==> src/rtl/hazard_fwd_ctl.sv <==
// rtl/hazard_fwd_ctl.sv - scoreboard hazard detection, load-use stall, branch flush and EX forwarding
// Define HZ_FWD_EN for full forwarding; when it is undefined the block is interlock-only (selects tied to 0).
module hazard_fwd_ctl #(
  parameter int RADDR_WIDTH  = 5,
  parameter int FWD_STAGES   = 3,
  parameter int LOAD_LAT     = 1,
  parameter int BR_STAGE     = 2,
  parameter int FLUSH_CYCLES = 2,
  localparam int SEL_W       = $clog2(FWD_STAGES + 1)
) (
  input  logic                   clk_87,
  input  logic                   rst_87,
  input  logic                   id_valid_87,
  input  logic [RADDR_WIDTH-1:0] id_rs_87,
  input  logic [RADDR_WIDTH-1:0] id_rt_87,
  input  logic                   id_rs_used_87,
  input  logic                   id_rt_used_87,
  input  logic [RADDR_WIDTH-1:0] id_wreg_87,
  input  logic                   id_reg_write_87,
  input  logic                   id_is_load_87,
  input  logic                   branch_taken_87,
  input  logic                   mem_wait_87,
  output logic                   stall_87,
  output logic                   flush_87,
  output logic [SEL_W-1:0]       fwd_a_sel_87,
  output logic [SEL_W-1:0]       fwd_b_sel_87
);

`ifdef HZ_FWD_EN
  localparam bit FWD_EN = 1'b1;
`else
  localparam bit FWD_EN = 1'b0;
`endif

  // Forwarding only has to cover loads too young to forward; interlock must wait for WB.
  localparam int STALL_WIN = FWD_EN ? LOAD_LAT : (FWD_STAGES - 1);
  localparam int CNT_W = (FLUSH_CYCLES > 1) ? $clog2(FLUSH_CYCLES) : 1;
  localparam logic [CNT_W-1:0] CNT_RELOAD = CNT_W'(FLUSH_CYCLES - 1);

  logic [FWD_STAGES-1:0]                  sb_valid_q, sb_valid_d;
  logic [FWD_STAGES-1:0]                  sb_load_q, sb_load_d;
  logic [FWD_STAGES-1:0][RADDR_WIDTH-1:0] sb_rd_q, sb_rd_d;
  logic [CNT_W-1:0]                       flush_cnt_q, flush_cnt_d;
  logic                                   br_pend_q, br_pend_d;

  logic [FWD_STAGES-1:0] match_a, match_b;
  logic [SEL_W-1:0]      sel_a, sel_b;
  logic                  hz_stall;
  logic                  flush_raw;
  logic                  stall_raw;
  logic                  br_apply;

  always_comb begin
    match_a = '0;
    match_b = '0;
    for (int k = 0; k < FWD_STAGES; k++) begin
      match_a[k] = sb_valid_q[k] && id_rs_used_87 && (id_rs_87 != '0) && (sb_rd_q[k] == id_rs_87);
      match_b[k] = sb_valid_q[k] && id_rt_used_87 && (id_rt_87 != '0) && (sb_rd_q[k] == id_rt_87);
    end
  end

  // Scan oldest to youngest so the youngest match is the one left standing.
  always_comb begin
    sel_a = '0;
    sel_b = '0;
    for (int k = FWD_STAGES - 1; k >= 0; k--) begin
      if (match_a[k]) sel_a = SEL_W'(k + 1);
      if (match_b[k]) sel_b = SEL_W'(k + 1);
    end
  end

  always_comb begin
    hz_stall = 1'b0;
    for (int k = 0; k < FWD_STAGES; k++) begin
      if ((k < STALL_WIN) && (match_a[k] || match_b[k]) && (sb_load_q[k] || !FWD_EN)) begin
        hz_stall = 1'b1;
      end
    end
  end

  // A branch parked during a freeze keeps flush asserted until it is applied.
  assign flush_raw = branch_taken_87 | br_pend_q | (flush_cnt_q != '0);
  assign stall_raw = mem_wait_87 | (hz_stall & ~flush_raw);

  assign stall_87     = rst_87 & stall_raw;
  assign flush_87     = rst_87 & flush_raw;
  assign fwd_a_sel_87 = (FWD_EN && rst_87) ? sel_a : '0;
  assign fwd_b_sel_87 = (FWD_EN && rst_87) ? sel_b : '0;

  always_comb begin
    sb_valid_d  = sb_valid_q;
    sb_load_d   = sb_load_q;
    sb_rd_d     = sb_rd_q;
    flush_cnt_d = flush_cnt_q;
    br_pend_d   = br_pend_q;
    br_apply    = branch_taken_87 | br_pend_q;
    if (mem_wait_87) begin
      br_pend_d = br_pend_q | branch_taken_87;
    end else begin
      br_pend_d = 1'b0;
      // Instructions younger than the resolving branch are squashed as they shift.
      for (int k = 1; k < FWD_STAGES; k++) begin
        sb_valid_d[k] = sb_valid_q[k-1] && !(br_apply && ((k - 1) < BR_STAGE));
        sb_load_d[k]  = sb_load_q[k-1];
        sb_rd_d[k]    = sb_rd_q[k-1];
      end
      sb_valid_d[0] = id_valid_87 & id_reg_write_87 & (id_wreg_87 != '0) & ~stall_raw & ~flush_raw;
      sb_load_d[0]  = id_is_load_87;
      sb_rd_d[0]    = id_wreg_87;
      if (br_apply) begin
        flush_cnt_d = CNT_RELOAD;
      end else if (flush_cnt_q != '0) begin
        flush_cnt_d = flush_cnt_q - 1'b1;
      end
    end
  end

  always_ff @(posedge clk_87 or negedge rst_87) begin
    if (!rst_87) begin
      sb_valid_q  <= '0;
      sb_load_q   <= '0;
      sb_rd_q     <= '0;
      flush_cnt_q <= '0;
      br_pend_q   <= 1'b0;
    end else begin
      sb_valid_q  <= sb_valid_d;
      sb_load_q   <= sb_load_d;
      sb_rd_q     <= sb_rd_d;
      flush_cnt_q <= flush_cnt_d;
      br_pend_q   <= br_pend_d;
    end
  end

endmodule

==> config.mk <==
export PLATFORM = sky130hd
export DESIGN_NAME = hazard_fwd_ctl
export DESIGN_NICKNAME = d
export VERILOG_FILES = /design/src/rtl/hazard_fwd_ctl.sv
export SDC_FILE = /design/constraint.sdc
export NUM_CORES = 1
export LEC_CHECK = 0
export CAP_MARGIN = 20
export CORE_MARGIN = 1.5
export CORE_UTILIZATION = 46
export CTS_BUF_LIST = sky130_fd_sc_hd__clkbuf_8
export DETAILED_ROUTE_END_ITERATION = 10
export GPL_ROUTABILITY_DRIVEN = 0
export MAX_ROUTING_LAYER = met4
export PLACE_DENSITY = 0.92
export SYNTH_ARGS = -nofsm -noshare
export SYNTH_HDL_FRONTEND = slang
export SYNTH_SLANG_ARGS = --single-unit
export TNS_END_PERCENT = 50
==> constraint.sdc <==
create_clock -name clk_87 -period 2.1 [get_ports clk_87]
set_input_delay 0.42 -clock clk_87 [delete_from_list [all_inputs] [get_ports clk_87]]
set_output_delay 0.42 -clock clk_87 [all_outputs]
set_load 0.01 [all_outputs]
=== Word-level counts from Yosys, hierarchy flattened ===
Index checks and enable logic that the tools add are counted.

* Flip-flop bits (word level): 14
* Bits in latches: 0
* Memory bits (writable): 0
* ROM bits: 0
* Input bits: 24
* Output and inout bits: 6
* Word-level logic and storage cells: 46
* Memories: 0

* Add/subtract/negate cells: 1
* Multipliers: 0
* Div/mod/pow operators: 0
* Magnitude comparators: 0
* Eq/ne operators: 4
* Shift-type cells: 0
* Multiplexer cells: 5
* Bitwise gates (word level): 12
* Reductions and logical operators: 19

{| class="wikitable"
|+ Operator list
! operator !! count
|-
| 5-bit equality test || 4
|-
| 5-bit nonzero test || 3
|-
| 1-bit logical AND || 13
|-
| 1-bit bitwise AND || 7
|-
| 1-bit 2-to-1 mux || 5
|-
| 1-bit bitwise OR || 3
|-
| 1-bit logical OR || 2
|-
| 1-bit inverter || 2
|-
| 1-bit zero test || 1
|-
| 1-bit subtractor (second input constant) || 1
|}

=== Longest topological paths before layout ===
Gate-level depths: netlist of run 1.

* Depth in word-level cells: 11
* Gate-level depth with buffers: 5

=== Worst setup path after synthesis of run 1 ===
No wires, ideal clock.

* Path kind: in2out
* From: input id_rt_87[0]
* To: output stall_87
* Data arrival time: 1.424 ns
* Setup slack: 0.256 ns
* Cell stages on the path: 4
* Path buffers: 0
* Path through: or4_1 o21a_1 a32oi_1 o21ai_0

* Cells in the longest elaborated chain, start to end: 9
* Elaborated cells between the ends (all ways): 14
* Classes of those cells: 2 x eq/ne; 2 x mux; 3 x bitwise; 7 x reduce/logical

{| class="wikitable"
|+ Ends and longest elaborated chain
! element !! RTL line !! RTL
|-
| start: declaration || 15 || <nowiki>input logic [RADDR_WIDTH-1:0] id_rt_87,</nowiki>
|-
| 5-bit nonzero test || - ||
|-
| 1-bit logical AND (2 in a row) || 58 || <nowiki>match_b[k] = sb_valid_q[k] && id_rt_used_87 && (id_rt_87 != '0) && (sb_rd_q[k] == id_rt_87);</nowiki>
|-
| 1-bit logical OR || 75 || <nowiki>if ((k < STALL_WIN) && (match_a[k] || match_b[k]) && (sb_load_q[k] || !FWD_EN)) begin</nowiki>
|-
| 1-bit 2-to-1 mux || 75 ||
|-
| 1-bit 2-to-1 mux (*) || 75 ||
|-
| 1-bit bitwise AND (*) || 83 || <nowiki>assign stall_raw = mem_wait_87 | (hz_stall & ~flush_raw);</nowiki>
|-
| 1-bit bitwise OR (*) || 83 ||
|-
| 1-bit bitwise AND (*) || 85 || <nowiki>assign stall_87 = rst_87 & stall_raw;</nowiki>
|-
| end: declaration || 23 || <nowiki>output logic stall_87,</nowiki>
|}

Every way passes the cells marked *; elsewhere a longest branch is shown, timed or not.

=== Final worst setup path of run 1 ===
* From: input id_rt_87[1]
* To: output stall_87

The elaborated chain is that of the path after synthesis.

==> results.cfg, run 1 <==
[clock_network]
clockBufferDepth = 2
cts_made_buffers = 3
clkLatencyLatePin_ps = 240
h-tree-depth = 1
cts_root_buf = clkbuf_8
clk_pin_slew_ps = 50
cts_hold_buf = 0
cts_tree = built
cts_num_sinks = 14

[route]
postRouteAntennaNets = 0
vias = 760
wl_met2_um = 1190
drt-met1-wl_um = 836
wl_met3_um = 78
via_per_inst = 5.07
first_pass_iters = 4
highest_layer = met4
routedWlPerCell_um = 14.2
drc = 0
wl_um = 2130
drtIter0Drc = 1

[logic_synthesis]
yosysSeqAreaShare_pct = 40.7
netlist_instances = 85
ys_types = 21
synth_area_um2 = 861
yosys-top-cells-area = dfrtp_1, xnor2_1, mux2_2
synth_common_cells = xnor2_1, dfrtp_1, mux2_2, nand2_1
synth_edf_count = 0
ys_warn_count = 0
synth_seq_cells = 14
async_reset_ff_share_pct = 100
synth_top_area_share_pct = 40.7
synthFlopType = dfrtp_1
synth.most_common_cell = xnor2_1
avgSynthCellArea_um2 = 10.1
yosys.area.top_type = dfrtp_1

[final_layout]
num-fill-cells = 143
finalNetCount = 150
drive_gt1_share_pct = 31.2
utilization_pct = 73.3
antenna_cells = 0
area_delta_synth_final_pct = 48.7
final_area_mm2 = 0.00128

[grt]
grt_pass1_wl_um = 3200
overflow = 0
grt_max_degree = 18
grt_pass1_vias = 784
antenna_found_initial = 0
grt_use_total_pct = 22.7

[power]
ir_worst_vdd_mv = 0.455
intPower_w = 0.000591
power_leakage_nw = 0.523
power.switching_w = 0.000204
sequentialPowerShare_pct = 41.9
power_per_cell_area_mw_per_mm2 = 621
combPwrFrac_pct = 25.8
p_sw_share_pct = 25.6
clkPwrFrac_pct = 32.2

[die]
core_mm2 = 0.00175
start_util_pct = 49.3
dieArea_mm2 = 0.00214
ios = 30
die_x_um = 46.3
fp-row-count = 15
die_height_um = 46.3

[min_path]
hold_path_class = in2async

[sta]
maxSlewViolCount = 0
final-hold-violation-count = 0
hold_slack_ps = 387
fin_tns_setup_ps = 0
period_minus_slack_ps = 2090
post-route-period-util_pct = 99.6
setup_viol = 0
timing.fmax_mhz = 478
worst_slack_ps = 8.61
skew_ps = 1.69
rsz0062_at_grt = true

[place]
numPortBuffers = 24
dp_slack_ps = -675
placedInstanceArea_mm2 = 0.00122
hpwl_um = 1670

[worst_setup_path]
crit_fanout = 2
max_stage_delay_ps = 490
path_cells = buf_2 > or4_1 > o21a_1 > a32oi_2 > o21ai_2 > buf_2
worstPathRequired_ps = 1680
cpMostUsedCell = buf_2
critical_path_class = in2out
cp_slowest_cell = or4_1
cp_top_family = compound AO/OA/AOI/OAI gates
critPathBufInv = 2
timing.critical_path.arrival_ps = 1670
end_kind = primary output
worstSetupStartpointType = primary input

[flow_run]
cap_violations = 0

[outcome]
status = complete, no violations
==> metrics by stage <==
step	std cells	total power [W]
floorplan	88	0.000437
global placement	146	0.000531
detailed placement	146	0.000544
CTS	150	0.000796
global route	150	0.000834
finish	150	0.000795
==> state kept, by name, indices dropped and copies added (netlist names) <==
| name | count |
|---|---|
| br_pend_q | 1 |
| sb_rd_q | 10 |
| flush_cnt_q | 1 |
| sb_valid_q | 2 |
==> cell families (layout without fill, tap and decap cells) <==
| logic type | Yosys count | count (layout) | share of synthesized area (%) |
|---|---|---|---|
| buffers and inverters | 7 | 44 | 4.94 |
| AOI/OAI and AO/OA | 9 | 9 | 6.69 |
| xor gates and xnor gates | 20 | 20 | 20.3 |
| other | 1 | 4 | 0.436 |
| DFF | 14 | 14 | 40.7 |
| muxes | 10 | 10 | 13.1 |
| and+or+nand+nor | 24 | 24 | 13.8 |
==> cells in the final DEF (no fill, tap or decap), drive strengths merged <==
cell type / netlist / routed
xnor2: 20 / 20
buf: 5 / 17
dfrtp: 14 / 14
clkdlybuf4s50: 0 / 12
mux2: 10 / 10
nand2: 9 / 9
dlygate4sd2: 0 / 7
clkbuf: 1 / 6
nand4: 4 / 4
conb: 1 / 4
nor3: 4 / 4
nor2: 3 / 3
o22ai: 2 / 2
nor2b: 2 / 2
a21oi: 2 / 2
o21ai: 2 / 2
or4: 1 / 1
o21a: 1 / 1
a32oi: 1 / 1
inv: 1 / 1
nand4b: 1 / 1
a22o: 1 / 1
clkdlybuf4s15: 0 / 1
==> final timing paths <==
check / from / slack [ps] / endpoint / cells past startpoint
max: id_rt_87[1] / 9 / stall_87 / 6
min: rst_87 / 390 / flush_cnt_q / 1
max reg2reg: sb_rd_q[2] / 730 / sb_valid_q[0] / 5
min reg2reg: sb_valid_q[1] / 530 / sb_valid_q[1] / 2
max in group asynchronous: rst_87 / 1350 / sb_rd_q[8] / 2
min in group clk_87: sb_valid_q[1] / 530 / sb_valid_q[1] / 2
==> power groups by stage <==
stage / combinational (W) / clock, W / sequential (W)
final: 0.000205 / 0.000256 / 0.000333
after CTS: 0.000202 / 0.000262 / 0.000331
after global routing: 0.000223 / 0.000275 / 0.000336
after detailed placement: 0.000208 / 0 / 0.000336
after floorplan: 0.000109 / 0 / 0.000327
after global placement: 0.000198 / 0 / 0.000333
==> layout make-up <==
cell class	instances	area, um^2	area share (%)
tap	25	31.3	2.44
clock buffer	4	55.1	4.30
multi-input combinational	67	515	40.3
inverter	1	3.75	0.293
timing repair buffer	39	324	25.3
sequential	14	350	27.4
==> routing by layer <==
layer  vias up  GRT usage (%)
met4         0           13.7
met5         -              -
li1        366              -
met3         4           2.75
met2        22           42.2
met1       368           21.9
==> what timing repair did <==
action	CTS	global route
gates resized for setup	24	7
hold endpoints to repair	0	0
buffers inserted	0	0
setup endpoints to repair	2	2
pin swaps	6	10
Power figures use the tool's default switching activity.
==> run 2, diff against run 1 <==
--- a/config.mk
+++ b/config.mk
@@ -13,6 +13,7 @@
 export GPL_ROUTABILITY_DRIVEN = 0
 export MAX_ROUTING_LAYER = met4
 export PLACE_DENSITY = 0.92
+export SLEW_MARGIN = 5
 export SYNTH_ARGS = -nofsm -noshare
 export SYNTH_HDL_FRONTEND = slang
 export SYNTH_SLANG_ARGS = --single-unit
==> constraint.sdc (replaced) <==
create_clock -name clk_87 -period 2.2 [get_ports clk_87]
set_input_delay 0.44 -clock clk_87 [delete_from_list [all_inputs] [get_ports clk_87]]
set_output_delay 0.44 -clock clk_87 [all_outputs]
set_load 0.01 [all_outputs]
==> results.cfg, run 2 (synthesis results as in run 1) <==
[min_path]
hold_end = flush_cnt_q
hp-start = flush_cnt_q
min_delay_path_depth = 2
hold_path_class = reg2reg

[clock_network]
clkLatencyLatePin_ps = 240
cts_hold_buf = 0
cts_num_sinks = 14
cts_tree = built
clk_pin_slew_ps = 50
h-tree-depth = 1
cts_made_buffers = 3
cts_root_buf = clkbuf_8
clockBufferDepth = 2

[sta]
period_minus_slack_ps = 2160
worst_slack_ps = 42.1
post-route-period-util_pct = 98.1
timing.fmax_mhz = 463
hold_slack_ps = 543
fin_tns_setup_ps = 0
maxSlewViolCount = 0
setup_viol = 0
skew_ps = 2.62
final-hold-violation-count = 0

[power]
intPower_w = 0.000517
clkPwrFrac_pct = 28.8
ir_worst_vdd_mv = 0.502
combPwrFrac_pct = 25.8
power.switching_w = 0.000187
p_sw_share_pct = 26.5
power_leakage_nw = 0.512
power_w = 0.000704
sequentialPowerShare_pct = 45.4
power_per_cell_area_mw_per_mm2 = 559

[worst_setup_path]
max_stage_delay_ps = 470
cp_slowest_cell = or4_1
path_cells = clkdlybuf4s15_1 > or4_1 > o21a_1 > a32oi_2 > o21ai_1 > buf_2
r2r_slack_ps = 290
worstSetupStartpointType = primary input
rr_endpoint = sb_valid_q[0]
crit-reg2reg-launch = sb_rd_q[0]
rr_worst_depth = 9
timing.critical_path.arrival_ps = 1720
critical_path_class = in2out
worstPathRequired_ps = 1760
end_kind = primary output
crit_fanout = 2

[die]
die_height_um = 46.3
start_util_pct = 49.3
core_mm2 = 0.00175
ios = 30
die_x_um = 46.3
dieArea_mm2 = 0.00214
fp-row-count = 15

[route]
drtIter0Drc = 9
wl_um = 2250
via_per_inst = 5.10
vias = 765
drc = 0
routedWlPerCell_um = 15.0
first_pass_iters = 4
postRouteAntennaNets = 0

[grt]
grt_pass1_vias = 786
grt_use_total_pct = 23.9
grt_pass1_wl_um = 3310
antenna_found_initial = 0
overflow = 0
grt_max_degree = 18

[final_layout]
final_area_mm2 = 0.00126
antenna_cells = 0
multiInputGateArea_um2 = 498
mostFrequentLayoutCells = xnor2_1, buf_4, dfrtp_1
regArea_um2 = 350
num-fill-cells = 139
area_delta_synth_final_pct = 46.4
final_common_cell = xnor2_1
drive_gt1_share_pct = 28.0
largest_register = sb_rd_q
largest_reg_flops = 10
finalNetCount = 151
top_regs = sb_rd_q x10, sb_valid_q x2

[flow_run]
cap_violations = 0

[place]
dp_slack_ps = -682
numPortBuffers = 24
placedInstanceArea_mm2 = 0.00119
hpwl_um = 1700

[outcome]
status = complete, no violations
==> run 2: changes by cell type in the layout (fill, tap and decap cells not counted), sizes merged <==
cell	delta
buf	+1
clkbuf	-2
dlygate4sd2	+1
==> run 2: worst max-delay path, delay by kind of cell <==
kind / cells / cell delay (ps)
compound gates: 3 / 480
simple gates: 1 / 470
buf+inv: 2 / 320
==> run 2: layout make-up <==
type	count	share of cell area [%]
Timing Repair Buffer	40	26.6
Multi-Input combinational cell	67	39.5
Sequential cell	14	27.8
Inverter	1	0.298
Clock buffer	3	3.28
Tap cell	25	2.48
==> run 2: how the worst max path moves through the flow <==
stage	startpoint	endpoint	slack [ps]	depth (start not counted)
after floorplan	id_rt_87[0]	stall_87	320	4
after global placement	id_rt_87[0]	stall_87	-600	6
after detailed placement	id_rt_87[1]	stall_87	-680	6
after CTS	id_rt_87[2]	stall_87	-0.1	6
after global routing	id_rt_87[3]	stall_87	-10	6
final	id_rt_87[3]	stall_87	40	6
==> run 2: metrics by stage <==
step	std cells	utilization [%]
2_1_floorplan	88	-
3_3_place_gp	143	68.5
3_5_place_dp	143	68.5
4_1_cts	149	71.7
5_1_grt	150	72.2
6_report	150	72.2
==> run 2: metal layers <==
layer	share of wire, %	vias up	track usage, %
met1	39	367	21.6
met5	0	-	-
met4	2.4	0	13.7
li1	-	369	-
met3	2.6	6	2.35
met2	56	23	46.7
==> run 2: timing repair <==
item / CTS / global route
buffers inserted: 3 / 1
gates resized for setup: 23 / 2
pin swaps: 5 / 4
setup endpoints to repair: 2 / 1
==> run 2: power by group through the flow <==
stage / Sequential, W / Combinational [W] / Clock [W]
2_1_floorplan: 0.000313 / 0.000104 / 0
3_3_place_gp: 0.000319 / 0.000178 / 0
3_5_place_dp: 0.000323 / 0.000188 / 0
4_1_cts: 0.000319 / 0.000182 / 0.000210
5_1_grt: 0.000322 / 0.000196 / 0.000217
6_report: 0.000320 / 0.000182 / 0.000203
